<file path="src/rtl/msi_cache_ctrl.sv">
// Per-core MSI cache controller sequencing CPU word accesses against a
// direct-mapped line-store and the shared bus (writeback, fill, upgrade).
module msi_cache_ctrl #(
  parameter int IDX_W = 6,
  parameter int TAG_W = 5
) (
  input  logic                   clk,
  input  logic                   rst_n,
  input  logic                   i_cpu_req,
  input  logic                   i_cpu_wr,
  input  logic [TAG_W+IDX_W+1:0] i_cpu_addr,
  input  logic [15:0]            i_cpu_wdata,
  output logic [15:0]            o_cpu_rdata,
  output logic                   o_cpu_rdy,
  output logic [TAG_W+IDX_W-1:0] o_c_addr,
  output logic                   o_c_re,
  output logic                   o_c_we,
  output logic [63:0]            o_c_wr_data,
  output logic [1:0]             o_c_wstate,
  input  logic                   i_c_hit,
  input  logic                   i_c_dirty,
  input  logic [1:0]             i_c_rstate,
  input  logic [63:0]            i_c_rd_data,
  input  logic [TAG_W-1:0]       i_c_tag,
  output logic                   o_bus_req,
  output logic [1:0]             o_bus_cmd,
  output logic [TAG_W+IDX_W-1:0] o_bus_addr,
  output logic [63:0]            o_bus_wdata,
  input  logic                   i_bus_gnt,
  input  logic                   i_bus_ack,
  input  logic [63:0]            i_bus_rdata,
  input  logic                   i_bus_shared
);

  localparam int LINE_W = TAG_W + IDX_W;
  localparam int ADDR_W = LINE_W + 2;

  localparam logic [1:0] CMD_BUSRD   = 2'd0;
  localparam logic [1:0] CMD_BUSRDX  = 2'd1;
  localparam logic [1:0] CMD_BUSUPGR = 2'd2;
  localparam logic [1:0] CMD_WB      = 2'd3;

  typedef enum logic [1:0] {
    BLK_INVALID   = 2'd0,
    BLK_SHARED    = 2'd1,
    BLK_EXCLUSIVE = 2'd2,
    BLK_MODIFIED  = 2'd3
  } blk_state_t;

  typedef enum logic [2:0] {
    S_IDLE,
    S_CMP,
    S_WB,
    S_WB_GAP,
    S_FILL,
    S_UPGR,
    S_INSTALL
  } state_t;

  state_t              r_state;
  state_t              w_next;
  logic [ADDR_W-1:0]   r_addr;
  logic                r_wr;
  logic [15:0]         r_wdata;
  logic [63:0]         r_line;
  logic [1:0]          r_wstate;
  logic [LINE_W-1:0]   r_wb_addr;
  logic [63:0]         r_wb_data;
  logic                r_cpu_rdy;
  logic [15:0]         r_cpu_rdata;

  logic [1:0]          w_word_sel;
  logic [IDX_W-1:0]    w_idx;
  logic [LINE_W-1:0]   w_line_addr;
  logic                w_accept;
  logic                w_bus_done;
  logic [63:0]         w_merge_hit;
  logic [63:0]         w_merge_fill;

  function automatic logic [63:0] mergeWord(input logic [63:0] line,
                                            input logic [1:0]  sel,
                                            input logic [15:0] word);
    logic [63:0] merged;
    merged = line;
    merged[{sel, 4'b0000} +: 16] = word;
    return merged;
  endfunction

  function automatic logic [15:0] pickWord(input logic [63:0] line,
                                           input logic [1:0]  sel);
    return line[{sel, 4'b0000} +: 16];
  endfunction

  assign w_word_sel   = r_addr[1:0];
  assign w_idx        = r_addr[IDX_W+1:2];
  assign w_line_addr  = r_addr[ADDR_W-1:2];
  // The completion pulse cycle is spent in IDLE while the CPU still holds its
  // request, so acceptance waits one cycle to avoid replaying the access.
  assign w_accept     = (r_state == S_IDLE) && i_cpu_req && !r_cpu_rdy;
  assign w_bus_done   = i_bus_gnt && i_bus_ack;
  assign w_merge_hit  = mergeWord(i_c_rd_data, w_word_sel, r_wdata);
  assign w_merge_fill = mergeWord(i_bus_rdata, w_word_sel, r_wdata);

  always_ff @(posedge clk or negedge rst_n) begin
    if (!rst_n) begin
      r_state <= S_IDLE;
    end else begin
      r_state <= w_next;
    end
  end

  always_comb begin
    w_next     = r_state;
    o_c_re     = 1'b0;
    o_c_we     = 1'b0;
    o_c_addr   = w_line_addr;
    o_bus_req  = 1'b0;
    o_bus_cmd  = CMD_BUSRD;
    o_bus_addr = '0;
    case (r_state)
      S_IDLE: begin
        if (w_accept) begin
          o_c_re   = 1'b1;
          o_c_addr = i_cpu_addr[ADDR_W-1:2];
          w_next   = S_CMP;
        end
      end
      S_CMP: begin
        o_c_re = 1'b1;
        if (i_c_hit) begin
          if (!r_wr) begin
            w_next = S_IDLE;
          end else if (i_c_rstate == BLK_SHARED) begin
            w_next = S_UPGR;
          end else begin
            w_next = S_INSTALL;
          end
        end else if (i_c_dirty) begin
          w_next = S_WB;
        end else begin
          w_next = S_FILL;
        end
      end
      S_WB: begin
        o_bus_req  = 1'b1;
        o_bus_cmd  = CMD_WB;
        o_bus_addr = r_wb_addr;
        if (w_bus_done) begin
          w_next = S_WB_GAP;
        end
      end
      S_WB_GAP: begin
        w_next = S_FILL;
      end
      S_FILL: begin
        o_bus_req  = 1'b1;
        o_bus_cmd  = r_wr ? CMD_BUSRDX : CMD_BUSRD;
        o_bus_addr = w_line_addr;
        if (w_bus_done) begin
          w_next = S_INSTALL;
        end
      end
      S_UPGR: begin
        o_bus_req  = 1'b1;
        o_bus_cmd  = CMD_BUSUPGR;
        o_bus_addr = w_line_addr;
        if (w_bus_done) begin
          w_next = S_INSTALL;
        end
      end
      S_INSTALL: begin
        o_c_we = 1'b1;
        w_next = S_IDLE;
      end
      default: begin
        w_next = S_IDLE;
      end
    endcase
  end

  always_ff @(posedge clk or negedge rst_n) begin
    if (!rst_n) begin
      r_addr    <= '0;
      r_wr      <= 1'b0;
      r_wdata   <= '0;
      r_line    <= '0;
      r_wstate  <= BLK_INVALID;
      r_wb_addr <= '0;
      r_wb_data <= '0;
    end else begin
      case (r_state)
        S_IDLE: begin
          if (w_accept) begin
            r_addr  <= i_cpu_addr;
            r_wr    <= i_cpu_wr;
            r_wdata <= i_cpu_wdata;
          end
        end
        S_CMP: begin
          if (i_c_hit && r_wr) begin
            r_line   <= w_merge_hit;
            r_wstate <= BLK_MODIFIED;
          end else if (!i_c_hit && i_c_dirty) begin
            r_wb_data <= i_c_rd_data;
            r_wb_addr <= {i_c_tag, w_idx};
          end
        end
        S_FILL: begin
          if (w_bus_done) begin
            if (r_wr) begin
              r_line   <= w_merge_fill;
              r_wstate <= BLK_MODIFIED;
            end else begin
              r_line   <= i_bus_rdata;
              r_wstate <= i_bus_shared ? BLK_SHARED : BLK_EXCLUSIVE;
            end
          end
        end
        default: begin
        end
      endcase
    end
  end

  // Completion is registered: read hits answer straight from the lookup data,
  // everything else answers from the line just installed.
  always_ff @(posedge clk or negedge rst_n) begin
    if (!rst_n) begin
      r_cpu_rdy   <= 1'b0;
      r_cpu_rdata <= '0;
    end else begin
      r_cpu_rdy <= 1'b0;
      if (r_state == S_CMP && i_c_hit && !r_wr) begin
        r_cpu_rdy   <= 1'b1;
        r_cpu_rdata <= pickWord(i_c_rd_data, w_word_sel);
      end else if (r_state == S_INSTALL) begin
        r_cpu_rdy <= 1'b1;
        if (!r_wr) begin
          r_cpu_rdata <= pickWord(r_line, w_word_sel);
        end
      end
    end
  end

  assign o_cpu_rdy   = r_cpu_rdy;
  assign o_cpu_rdata = r_cpu_rdata;
  assign o_c_wr_data = r_line;
  assign o_c_wstate  = r_wstate;
  assign o_bus_wdata = r_wb_data;

endmodule

</file>
<file path="config.mk">
export PLATFORM = sky130hd
export DESIGN_NAME = msi_cache_ctrl
export DESIGN_NICKNAME = d
export VERILOG_FILES = /design/src/rtl/msi_cache_ctrl.sv
export SDC_FILE = /design/constraint.sdc
export NUM_CORES = 1
export LEC_CHECK = 0
export CAP_MARGIN = 5
export CORE_ASPECT_RATIO = 0.8
export CORE_MARGIN = 2
export CORE_UTILIZATION = 45
export CTS_CLUSTER_SIZE = 16
export DETAILED_ROUTE_END_ITERATION = 7
export GPL_TIMING_DRIVEN = 0
export PLACE_DENSITY = 0.8
export SYNTH_ARGS = -nofsm -noshare
export SYNTH_HDL_FRONTEND = slang
export SYNTH_SLANG_ARGS = --single-unit
</file>
<file path="constraint.sdc">
create_clock -name clk -period 7.14 [get_ports clk]
set_clock_uncertainty 0.05 [all_clocks]
set_input_delay 1.071 -clock clk [delete_from_list [all_inputs] [get_ports clk]]
set_output_delay 1.071 -clock clk [all_outputs]
set_load 0.01 [all_outputs]
</file>
* Word level (Yosys, flattened, before mapping)
Cells that the tools add are included.
** Storage, ports and cells
- Register bits :: 191
- Latch bits :: 0
- Memory bits (writable) :: 0
- Memory bits (read-only) :: 0
- Input bits :: 173
- Output and inout bits :: 174
- Word-level logic and storage cells :: 81
- Memories kept :: 0
** Operators by class
- $add $sub $neg :: 1
- Multiply operators :: 0
- Divide/modulo/power cells :: 0
- $lt $le $gt $ge :: 0
- Equal/unequal tests :: 13
- Shifts and indexed selects :: 4
- Mux-type cells :: 32
- Bitwise logic cells :: 1
- Reduce and logical (&&, ||, !) cells :: 20
** Operators by type and width (number)
- $mux W64 :: 3
- $bwmux W64 :: 2
- $pmux W64 S2 :: 1
- $shiftx A64 B7 Y16 :: 2
- $shift A16 B8 Y64 const A :: 1
- $shiftx A16 B8 Y64 :: 1
- $mux W16 :: 3
- $mux W11 :: 2
- $pmux W11 S2 :: 1
- $mux W3 :: 6
- $pmux W3 S5 :: 1
- $mux W2 :: 5
- $eq A3 B3 Y1 const B :: 3
- $reduce_and A3 Y1 :: 3
- $ne A2 B2 Y1 const B :: 4
- $neg A6 Y8 :: 1
- $logic_and A1 B1 Y1 :: 7
- $eq A3 B2 Y1 const B :: 2
- $pmux W2 S3 :: 1
- $mux W1 :: 5
- $ne A2 B1 Y1 const B :: 2
- $pmux W2 S2 :: 1
- $reduce_and A2 Y1 :: 2
- $reduce_bool A2 Y1 :: 2
- 8 further kinds :: 10

* Depth between registers and ports, before layout
Gate-level depths: netlist of run 1.
- Word-level depth :: 6
- Depth in mapped cells :: 11
- Gate-level depth less buffers :: 6

* Least setup slack after synthesis of run 1
Ideal clock, no wire load.
- Kind :: input -> output
- Start :: input i_cpu_req
- End :: output o_c_addr[0]
- Data arrival time :: 2.160 ns
- Data required time :: 6.019 ns
- Setup slack :: 3.859 ns
- Stages :: 5
- Buffers on the path :: 2
- Cell sequence :: nor2b_1 -> and3b_1 -> buf_2 -> buf_2 -> mux2_2
** Between the ends
- Longest elaborated chain between the ends :: 4
** RTL lines
- from (decl) :: RTL line 9 : input logic i_cpu_req,
- $logic_and A1 B1 Y1 (2 in a row) :: RTL line 99 : assign w_accept = (r_state == S_IDLE) && i_cpu_req && !r_cpu_rdy;
- $mux W11 :: RTL line 122 : if (w_accept) begin
- $mux W11 :: RTL line 120 : case (r_state)
- to (decl) :: RTL line 15 : output logic [TAG_W+IDX_W-1:0] o_c_addr,
Every way passes these cells.

* Final worst setup path of run 1
- Start :: input i_cpu_req
- End :: output o_c_addr[6]
The elaborated chain is that of the path after synthesis.

==> flow_summary.ini, run 1 <==
[run_status]
status = finished, final reports clean

[placement]
dp_slack_ps = 2720
portBuffers = 346
dp_hpwl_um = 36500
gp_congestion = 0.997

[timing]
report.final.slew_viol_count = 0
rsz0062_at_grt = false
hold_violations = 0
max_freq_ghz = 0.225
setup-violations-final = 0
setup_tns_ps = 0
setup_ws_ps = 2690
relSlewSlack_pct = 16.1
period_share_pct = 62.3
worst_pin_slew_ps = 1250
whs_ps = 425
layout_min_cycle_time_ps = 4450

[setup_path]
critPathMaxFanout = 10
critPathCaptureType = output pin
critPathArrivalTime_ps = 3320
critPathKind = in -> out
crit_path_start_kind = input pin
cp.required_ps = 6020

[cts]
cts-root-buf = clkbuf_16
cts_resized = 0
htreeDepth = 4
path_clk_slew_ps = 70
tritoncts = yes
clk-insertion-delay-late_ps = 450
clockBufferDepth = 2
numCtsBuffers = 17
clock_sinks = 191
cts_setup_buffers = 0
hold_buffers = 0

[logic_synthesis]
synth_top_flop_cell = dfrtp_1
yosys_warnings = 0
syn_area_per_cell_um2 = 9.33
seq_area_frac_synth_pct = 44.8
synthArstFlopShare_pct = 100
netlist_instances = 1142
syn-num-nets = 1320
ys_types = 57
syn-cell-area_mm2 = 0.0107
synth_edf_count = 0
synth-seq-cells = 191

[drt]
drt_iter0_markers = 1319
final_antenna_net_count = 0
dr.pass1.iters = 6
wire_per_inst_um = 26.5
vias = 11495
viasPerCell = 6.26
drcViolationCount = 0
drt_wl_total_um = 48700

[finish]
drive_gt1_share_pct = 10.3
layout_common_cells = clkdlybuf4s50_1, nand2_1, dfrtp_1, clkbuf_1, mux2_2
area_delta_synth_final_pct = 42.1
fin_nets = 1687
final_core_util_pct = 64.9
final_common_cell = clkdlybuf4s50_1

[global_routing]
antenna_found_initial = 1
grt_overflow = 0
first_global_vias = 11124
grt_pass1_wl_um = 70600
grtUsageTotal_pct = 38.5
grt_start_max_net_pins = 116

[power_and_ir_drop]
power_mw = 6.84
p_leak_nw = 6.44
power-per-cell-area_mw_per_mm2 = 451
max-vdd-ir-drop_uv = 221

[die]
rows = 50
die_width_um = 176
die_y_um = 142
die_area_mm2 = 0.0249
io_pins = 347
coreArea_mm2 = 0.0233
start_util_pct = 45.7

[job]
maxCapViolations = 0

[min_path]
hold_path.class = reg -> reg
==> state kept, by name (all words and copies together), names as in the netlist <==
| name | count |
|---|---|
| o_bus_wdata | 64 |
| o_c_wr_data | 64 |
| o_c_wstate | 2 |
| o_cpu_rdata | 16 |
| o_cpu_rdy | 1 |
| r_addr | 13 |
| r_state | 3 |
| r_wb_addr | 11 |
| r_wdata | 16 |
| r_wr | 1 |
==> kinds of logic after synthesis <==
family,synth area share [%]
AOI/OAI and AO/OA,20.3
adders and majority gates,0.587
buffers and inverters,4.74
DFF,44.8
muxes,9.62
and+or+nand+nor,19.9
==> layout make-up <==
type,count,area (µm²)
buffer,101,472
timing repair buffer,348,3500
clock buffer,17,425
clock inverter,15,173
multi-input combinational,841,5380
sequential,191,4780
inverter,9,33.8
tap,312,390
fill,1914,8180
antenna,1,2.50
==> synth_stat cells, types with 7 or more instances <==
cell	number	area, µm²
nand2_1	316	1190
buf_2	29	145
mux2_2	52	586
a221o_1	15	150
dfrtp_1	191	4780
a222oi_1	9	90.1
buf_1	7	26.3
a22o_1	20	175
and2_1	33	206
o21a_1	12	90.1
o2111ai_1	7	61.3
a21oi_1	50	250
nor2_1	51	191
o41ai_1	21	184
inv_1	9	33.8
clkbuf_1	56	210
a32o_1	12	120
nand3_1	11	55.1
nor3_1	8	40.0
mux4_2	16	360
o31ai_1	16	120
mux2i_1	8	80.1
a31oi_1	16	100
o21ai_0	9	45.0
o41ai_2	9	146
nand2b_1	36	225
a211oi_1	39	293
o22ai_1	17	106
a211o_1	12	105
==> per-stage QoR <==
step,cell area (µm²),instances
4_1_cts,15100,1833
3_3_place_gp,14500,1800
2_1_floorplan,10700,1142
5_1_grt,15100,1834
3_5_place_dp,14500,1801
6_report,15200,1835
==> metal layers <==
layer  vias up  global-route usage [%]  share of wire, %
met5         -                       0                 0
met4         0                    16.1               4.3
met3       132                    14.0                14
met1      5638                    50.7                38
li1       4837                       -                 -
met2       888                    57.7                43
==> path summary, 6_finish.rpt <==
| check | from | end | slack [ps] | depth (start not counted) |
|---|---|---|---|---|
| min in group asynchronous | rst_n | o_bus_wdata[14] | 510 | 1 |
| hold / removal | o_bus_wdata[9] | o_bus_wdata[9] | 430 | 2 |
| hold reg to reg | o_bus_wdata[9] | o_bus_wdata[9] | 430 | 2 |
| max in group asynchronous | rst_n | o_c_wr_data[20] | 5430 | 2 |
| setup reg to reg | r_addr[0] | o_c_wr_data[17] | 3080 | 8 |
| setup / recovery | i_cpu_req | o_c_addr[6] | 2690 | 7 |
==> worst max-delay path, cell delays in order <==
cell and delay, ps:
clkdlybuf4s50_1 450, nor2b_1 240, and3b_1 190, buf_2 210, buf_2 300, mux2_2 370
clkdlybuf4s50_1 490
==> power breakdown <==
part / switching [mW] / internal, mW
logic: 1.94 / 1.76
registers: 0.567 / 1.57
clock network: 0.501 / 0.502
(Power assumes the default switching activity.)
==> run 2: changes to the inputs <==
clock period = 4.4 ns   (was 7.14 ns; I/O delays follow)
==> results of run 2 <==
Same layout as run 1 (identical final DEF). Status: finished, final reports clean.
Main changes from that run: setup slack after placement 2720 ps -> 521 ps; clock-pin slew on the worst setup and hold paths 70 ps -> 80 ps; setup slack after layout 2690 ps -> 336 ps; hold slack 425 ps -> 103 ps; start point of the critical path i_cpu_req -> r_addr[0]; end point of the critical path o_c_addr[6] -> o_c_wr_data[17]; register-to-register setup slack 3080 ps -> 340 ps; total power 6.84 mW -> 11.1 mW; worst IR drop on VDD 221 µV -> 359 µV
